### src/rtl/if_fetch_stage.sv
// Instruction fetch stage: PC sequencing, stall hold buffer and redirect handling.
// Optional performance counters are enabled by defining IF_PERF_COUNTERS_EN.
module if_fetch_stage #(
    parameter logic [31:0] RESET_PC = 32'h0000_0000
) (
    input  logic        clk,
    input  logic        rst,
    input  logic        id_shouldStall,
    input  logic        ex_shouldJumpOrBranch,
    input  logic [31:0] ex_jumpTarget,
    output logic        imem_req,
    output logic [31:0] imem_addr,
    input  logic        imem_ready,
    input  logic [31:0] imem_rdata,
    output logic [31:0] if_pc_4,
    output logic [31:0] if_instruction,
    output logic [31:0] perf_fetched,
    output logic [31:0] perf_bubbles
);

    typedef enum logic [1:0] {FETCH, HOLD, DISCARD} state_t;

    state_t      state, state_next;
    logic [31:0] pc, pc_next;
    logic [31:0] hold_buf, hold_buf_next;
    logic [31:0] pend_target, pend_target_next;
    logic [31:0] pc_plus_4;
    logic [31:0] target_aligned;

    assign pc_plus_4      = pc + 32'd4;
    assign target_aligned = {ex_jumpTarget[31:2], 2'b00};

    always_ff @(posedge clk) begin
        if (rst) begin
            state       <= FETCH;
            pc          <= {RESET_PC[31:2], 2'b00};
            hold_buf    <= '0;
            pend_target <= '0;
        end else begin
            state       <= state_next;
            pc          <= pc_next;
            hold_buf    <= hold_buf_next;
            pend_target <= pend_target_next;
        end
    end

    // Redirect is tested before stall in every state so it always wins.
    always_comb begin
        state_next       = state;
        pc_next          = pc;
        hold_buf_next    = hold_buf;
        pend_target_next = pend_target;
        imem_req         = 1'b0;
        imem_addr        = pc;
        if_instruction   = '0;
        if_pc_4          = pc_plus_4;

        unique case (state)
            FETCH: begin
                imem_req = 1'b1;
                if (ex_shouldJumpOrBranch) begin
                    if (imem_ready) begin
                        pc_next = target_aligned;
                    end else begin
                        pend_target_next = ex_jumpTarget;
                        state_next       = DISCARD;
                    end
                end else if (imem_ready) begin
                    if_instruction = imem_rdata;
                    if (id_shouldStall) begin
                        hold_buf_next = imem_rdata;
                        state_next    = HOLD;
                    end else begin
                        pc_next = pc_plus_4;
                    end
                end
            end
            HOLD: begin
                if (ex_shouldJumpOrBranch) begin
                    pc_next    = target_aligned;
                    state_next = FETCH;
                end else begin
                    if_instruction = hold_buf;
                    if (!id_shouldStall) begin
                        pc_next    = pc_plus_4;
                        state_next = FETCH;
                    end
                end
            end
            DISCARD: begin
                imem_req = 1'b1;
                if (ex_shouldJumpOrBranch) begin
                    pend_target_next = ex_jumpTarget;
                end
                if (imem_ready) begin
                    pc_next    = ex_shouldJumpOrBranch ? target_aligned
                                                       : {pend_target[31:2], 2'b00};
                    state_next = FETCH;
                end
            end
            default: begin
                state_next = FETCH;
            end
        endcase

        // Reset overrides the visible outputs; any imem_ready this cycle is ignored.
        if (rst) begin
            imem_req       = 1'b0;
            if_instruction = '0;
            if_pc_4        = RESET_PC + 32'd4;
        end
    end

`ifdef IF_PERF_COUNTERS_EN
    logic [31:0] fetched_q, bubbles_q;

    always_ff @(posedge clk) begin
        if (rst) begin
            fetched_q <= '0;
            bubbles_q <= '0;
        end else begin
            if (if_instruction != '0 && !id_shouldStall && !ex_shouldJumpOrBranch)
                fetched_q <= fetched_q + 32'd1;
            if (if_instruction == '0)
                bubbles_q <= bubbles_q + 32'd1;
        end
    end

    assign perf_fetched = fetched_q;
    assign perf_bubbles = bubbles_q;
`else
    assign perf_fetched = '0;
    assign perf_bubbles = '0;
`endif

endmodule

### config.mk
export PLATFORM = sky130hd
export DESIGN_NAME = if_fetch_stage
export DESIGN_NICKNAME = d
export VERILOG_FILES = /design/src/rtl/if_fetch_stage.sv
export SDC_FILE = /design/constraint.sdc
export NUM_CORES = 1
export LEC_CHECK = 0
export CORE_UTILIZATION = 46
export CTS_BUF_LIST = sky130_fd_sc_hd__clkbuf_4
export DETAILED_ROUTE_END_ITERATION = 7
export GPL_ROUTABILITY_DRIVEN = 0
export HOLD_SLACK_MARGIN = 0.02
export PLACE_DENSITY = 0.92
export REMOVE_ABC_BUFFERS = 1
export SLEW_MARGIN = 20
export SYNTH_ARGS = -nofsm -noshare
export SYNTH_HDL_FRONTEND = slang
export SYNTH_SLANG_ARGS = --single-unit
### constraint.sdc
create_clock -name clk -period 2.6 [get_ports clk]
set_input_delay 0.52 -clock clk [delete_from_list [all_inputs] [get_ports clk]]
set_output_delay 0.52 -clock clk [all_outputs]
set_load 0.01 [all_outputs]
# After elaboration in Yosys (flattened, before gate mapping)
# Index checks and enable logic that the tools add are counted.
dict set report op_classes {
  addsub 1
  eq_ne 11
  muxes 28
  n_bitwise 1
  reduce_logical 8
}
# op n
set op_table {}
lappend op_table {{32-bit two-way mux} 15}
lappend op_table {{32-bit one-hot mux with 2 select lines} 2}
lappend op_table {{32-bit one-hot mux with 3 select lines} 1}
lappend op_table {{32-bit by 3-bit adder with 32-bit output (second input constant)} 1}
lappend op_table {{2-bit two-way mux} 7}
lappend op_table {{3-bit != test (second input constant)} 4}
lappend op_table {{2-bit != test (second input constant)} 5}
lappend op_table {{4-bit AND reduction} 2}
lappend op_table {{2-bit one-hot mux with 3 select lines} 1}
lappend op_table {{5-bit AND reduction} 1}
lappend op_table {{3-bit AND reduction} 1}
lappend op_table {{3-bit nonzero test} 1}
lappend op_table {{2-bit by 1-bit equality test with 1-bit output (second input constant)} 1}
lappend op_table {{2-bit equality test (second input constant)} 1}
lappend op_table {{2-bit zero test} 1}
lappend op_table {{1-bit two-way mux} 2}
lappend op_table {{2-bit nonzero test} 1}
lappend op_table {{2-bit OR reduction} 1}
lappend op_table {{1-bit inverter} 1}
dict set report word_totals {
  regBits 98
  out_inout_bits 161
  wordCells 53
}

# Depth between registers and ports, before layout
dict set report depth {
  word_depth 5
  depth_mapped 8
  depth_no_buf 6
}

# Worst setup path before layout
# OpenSTA, ideal clock, no wires.
dict set report synth_path {
  path_type {register -> output}
  startpoint {reg pc[2], in the netlist imem_addr[2]}
  endpoint {out if_pc_4[12]}
  arrival_time_ns 1.832
  required_time_ns 2.080
  setup_slack_ns 0.248
  stages_incl_launch_ff 7
  cell_sequence {dfxtp_1 ha_1 and3_1 clkbuf_1 nand3_1 or3_1 a21oi_1}
}
dict set report synth_via {
  elab_chain_cells 2
}
# element line
set synth_rtl {}
lappend synth_rtl {{start, declared} 24} ;# logic [31:0] pc, pc_next;
lappend synth_rtl {{start signal, assigned} 36} ;# pc <= {RESET_PC[31:2], 2'b00};
lappend synth_rtl {{start signal, assigned} 41} ;# pc <= pc_next;
lappend synth_rtl {{32-bit by 3-bit adder with 32-bit output} 30} ;# assign pc_plus_4 = pc + 32'd4;
lappend synth_rtl {{32-bit two-way mux} 107} ;# if (rst) begin
lappend synth_rtl {{end, declared} 15} ;# output logic [31:0] if_pc_4,
# No other way between the ends.

# Worst setup path after layout
dict set report layout_path {
  startpoint {reg pc[21], in the netlist imem_addr[21]}
  endpoint {out if_pc_4[26]}
}
# The elaborated chain is that of the path after synthesis.

==> results_dict.tcl <==
set metrics [dict create \
    vias_per_cell 5.69 \
    hp-start "hold_buf[16]" \
    portBuffers 159 \
    hold_violations 0 \
    ios 230 \
    ir_drop_mv 0.211 \
    p_comb_share_pct 27.6 \
    start_util_pct 47.9 \
    crit_type "flop to output port" \
    startpoint_type "flop" \
    synth.most_common_cell "nand2_1" \
    r2r_end "imem_addr[23]" \
    grt_first_pass_wirelength_um 28200 \
    placedCellCount 1148 \
    internal_power_mw 2.22 \
    synth.top_cell.area_share_pct 32.2 \
    yosysSeqAreaShare_pct 32.2 \
    grt.total_usage_pct 27.0 \
    hold_end "hold_buf[16]" \
    rows 40 \
    cp_data_required_time_ns 2.08 \
    synth_top_cell_by_area "dfxtp_1" \
    pwr_density_cell_mw_per_mm2 393 \
    antenna_found_initial 0 \
    worstSetupEndpointType "output port" \
    dieHeight_um 115 \
    syn_inst 815 \
    route.detailed.drc 0 \
    cts_buffers 9 \
    setup_viol 8 \
    setup_ws_ns -0.130 \
    synth_top_family_by_area "simple AND/OR/NAND/NOR gates" \
    synthArstFlopShare_pct 0 \
    syn_area_sq_mm 0.00585 \
    die_w_um 115 \
    fin_cells 1183 \
    synth_warnings 0 \
    total_power_mw 3.23 \
    synth_ff_type "dfxtp_1" \
    power_frac_seq_pct 48.5 \
    synth_seq_cells 94 \
    power.switching_mw 1.01 \
    clockBufferDepth 2 \
    syn_avg_cell_area_sq_um 7.18 \
    synth_edf_count 0 \
    synth_xor_area_share_pct 4.04 \
    synth_compound_area_share_pct 21.1 \
    synthTopCellsByArea "dfxtp_1 32%, nand2_1 10%, buf_4 9.2%, a21oi_1 7.2%, nor2_1 5.8%" \
    min_path_cells 2 \
    hold_class "flop to flop" \
    drv_cap 0 \
    power.static_leakage_nw 3.72 \
    skew_ns 0.0241 \
    synth_mux_area_share_pct 0.898 \
    grt-ovfl-total 0 \
    clock_latency_ns 0.44 \
    fin_crit_sh_pct 105 \
    yosys.area_share.adder_pct 0.214 \
    whs_ns 0.466 \
    first_pass_iters 6 \
    cts_tree "built" \
    final_antenna_net_count 0 \
    syn_to_final_growth_pct 40.5 \
    synthTopCellsByCount "158 x nand2_1, 94 x dfxtp_1, 91 x nor2_1" \
    vias 6734 \
    cp.arrival_ns 2.21 \
    grt_max_degree 80 \
    rsz0062_at_grt "yes" \
    antenna_cells 0 \
    coreArea_sq_mm 0.0122 \
    grt_pass1_vias 5860 \
    synth_cell_types 68 \
    finish.utilization_pct 67.3 \
    cts_sinks 94 \
    violations "setup timing" \
    outcome "complete, but fails checks" \
    path_clk_slew_ns 0.13 \
    finalCriticalPeriod_ns 2.73 \
    swShare_pct 31.2 \
    synth-simple-area-share_pct 27.0 \
    layout.nets 1082 \
    reg2reg_depth 8 \
    drv_slew 0 \
    die_area_sq_mm 0.0132 \
    path_max_fanout 2 \
    pwr-share-clk_pct 23.9 \
    drive_gt1_share_pct 18.4 \
    clockRootBuffer "clkbuf_4" \
    reg2reg_from "imem_addr[15]" \
    dr.first_iter.drc_count 849 \
    htreeDepth 3 \
    routedWlPerCell_um 16.6 \
    place_hpwl_um 12700 \
    fmax_mhz 366 \
    wirelength_um 19700 \
    fillers 916 \
    r2r_slack_ns 0.43 \
]
power groups by stage:
| stage | Sequential, mW | Clock [mW] | Combinational (mW) |
|---|---|---|---|
| 6_report | 1.57 | 0.774 | 0.892 |
| 5_1_grt | 1.58 | 0.852 | 0.955 |
| 4_1_cts | 1.56 | 0.788 | 0.864 |
| 3_5_place_dp | 1.59 | 0 | 0.864 |
| 3_3_place_gp | 1.59 | 0 | 0.849 |
| 2_1_floorplan | 1.63 | 0 | 0.339 |
what timing repair did:
action	CTS	global route
endpoints found under the setup margin	58	48
gates resized for setup	105	65
setup buffers	6	13
gates cloned	0	2
pin swaps	15	14
hold buffers	0	0
metal layers:
| layer | GRT usage (%) | share of wire, % | up-vias |
|---|---|---|---|
| met5 | 0 | 0 | - |
| met4 | 11.6 | 3.0 | 0 |
| met3 | 5.85 | 11 | 80 |
| met2 | 47.4 | 49 | 497 |
| met1 | 31.8 | 37 | 3088 |
| li1 | - | - | 3069 |
how the worst max path moves through the flow:
stage,start,end,slack [ns],depth (start not counted)
floorplan,imem_ready,hold_buf[0],-0.25,4
global placement,imem_ready,if_instruction[5],-0.21,6
detailed placement,imem_ready,if_instruction[5],-0.23,6
CTS,imem_ready,if_instruction[5],-0.24,6
global route,imem_addr[21],if_pc_4[26],-0.21,6
finish,imem_addr[21],if_pc_4[26],-0.13,6
area by class of cell:
cell class,instances,area (sq um),share of cell area (%)
multi-input cells,643,3550,43.2
repair buffers,257,2410,29.3
flip-flops and latches,94,1910,23.2
well taps,168,210,2.56
clock buffers,11,82.6,1.00
clock inverters,3,37.5,0.456
inverters,7,26.3,0.320
critical path, cell delays in order, from the launching register on:
cell and delay (ns):
dfxtp_2 0.35, nand4_1 0.15, or2_4 0.30, or4_4 0.52
xor2_1 0.16, nor2_1 0.14, buf_2 0.16
cell families (layout without fill, tap and decap cells):
| kind of cell | after synthesis | in the layout |
|---|---|---|
| xor+xnor | 27 | 27 |
| simple gates | 347 | 347 |
| fa+ha+maj | 1 | 1 |
| compound gates | 195 | 195 |
| mux | 5 | 5 |
| flops | 94 | 94 |
| buf+inv | 145 | 278 |
| other cells | 1 | 68 |
layout by cell type (no fill, tap or decap), types with 3 or more instances in the layout:
cell and count:
a21oi_1 84, and3_1 3, o21ai_0 22, nand3_2 3
dfxtp_2 14, and2_1 3, buf_12 6, conb_1 68
buf_6 8, inv_1 7, a211oi_1 11, nand2_1 156
nand4_1 15, nand3_1 10, a22oi_1 34, and4_4 5
nor4_1 4, xnor2_1 9, dlymetal6s2s_1 27, nor2_2 3
dfxtp_1 78, nor3b_1 7, buf_4 82, buf_2 13
dlygate4sd2_1 13, a31oi_1 6, and3_4 4, nor2_1 87
xor2_1 15, mux2i_1 3, o32a_1 3, nor3_1 12
nand2b_1 4, nor2b_1 4, clkdlybuf4s50_1 99, clkbuf_2 6
a22o_1 3, or3_1 4, clkbuf_4 12
stage by stage:
step	TNS [ns]	worst slack [ns]	area [sq um]
6_report	-0.493	-0.130	8220
5_1_grt	-1.32	-0.209	8220
3_5_place_dp	-5.66	-0.228	7740
4_1_cts	-5.44	-0.236	7980
3_3_place_gp	-5.34	-0.206	7740
2_1_floorplan	-16.06	-0.254	5280
sequential cells by signal (all words and copies together), names as in the netlist:
| register | flops |
|---|---|
| hold_buf | 32 |
| state | 2 |
| pend_target | 30 |
| imem_addr | 30 |
(Power assumes the default switching activity.)
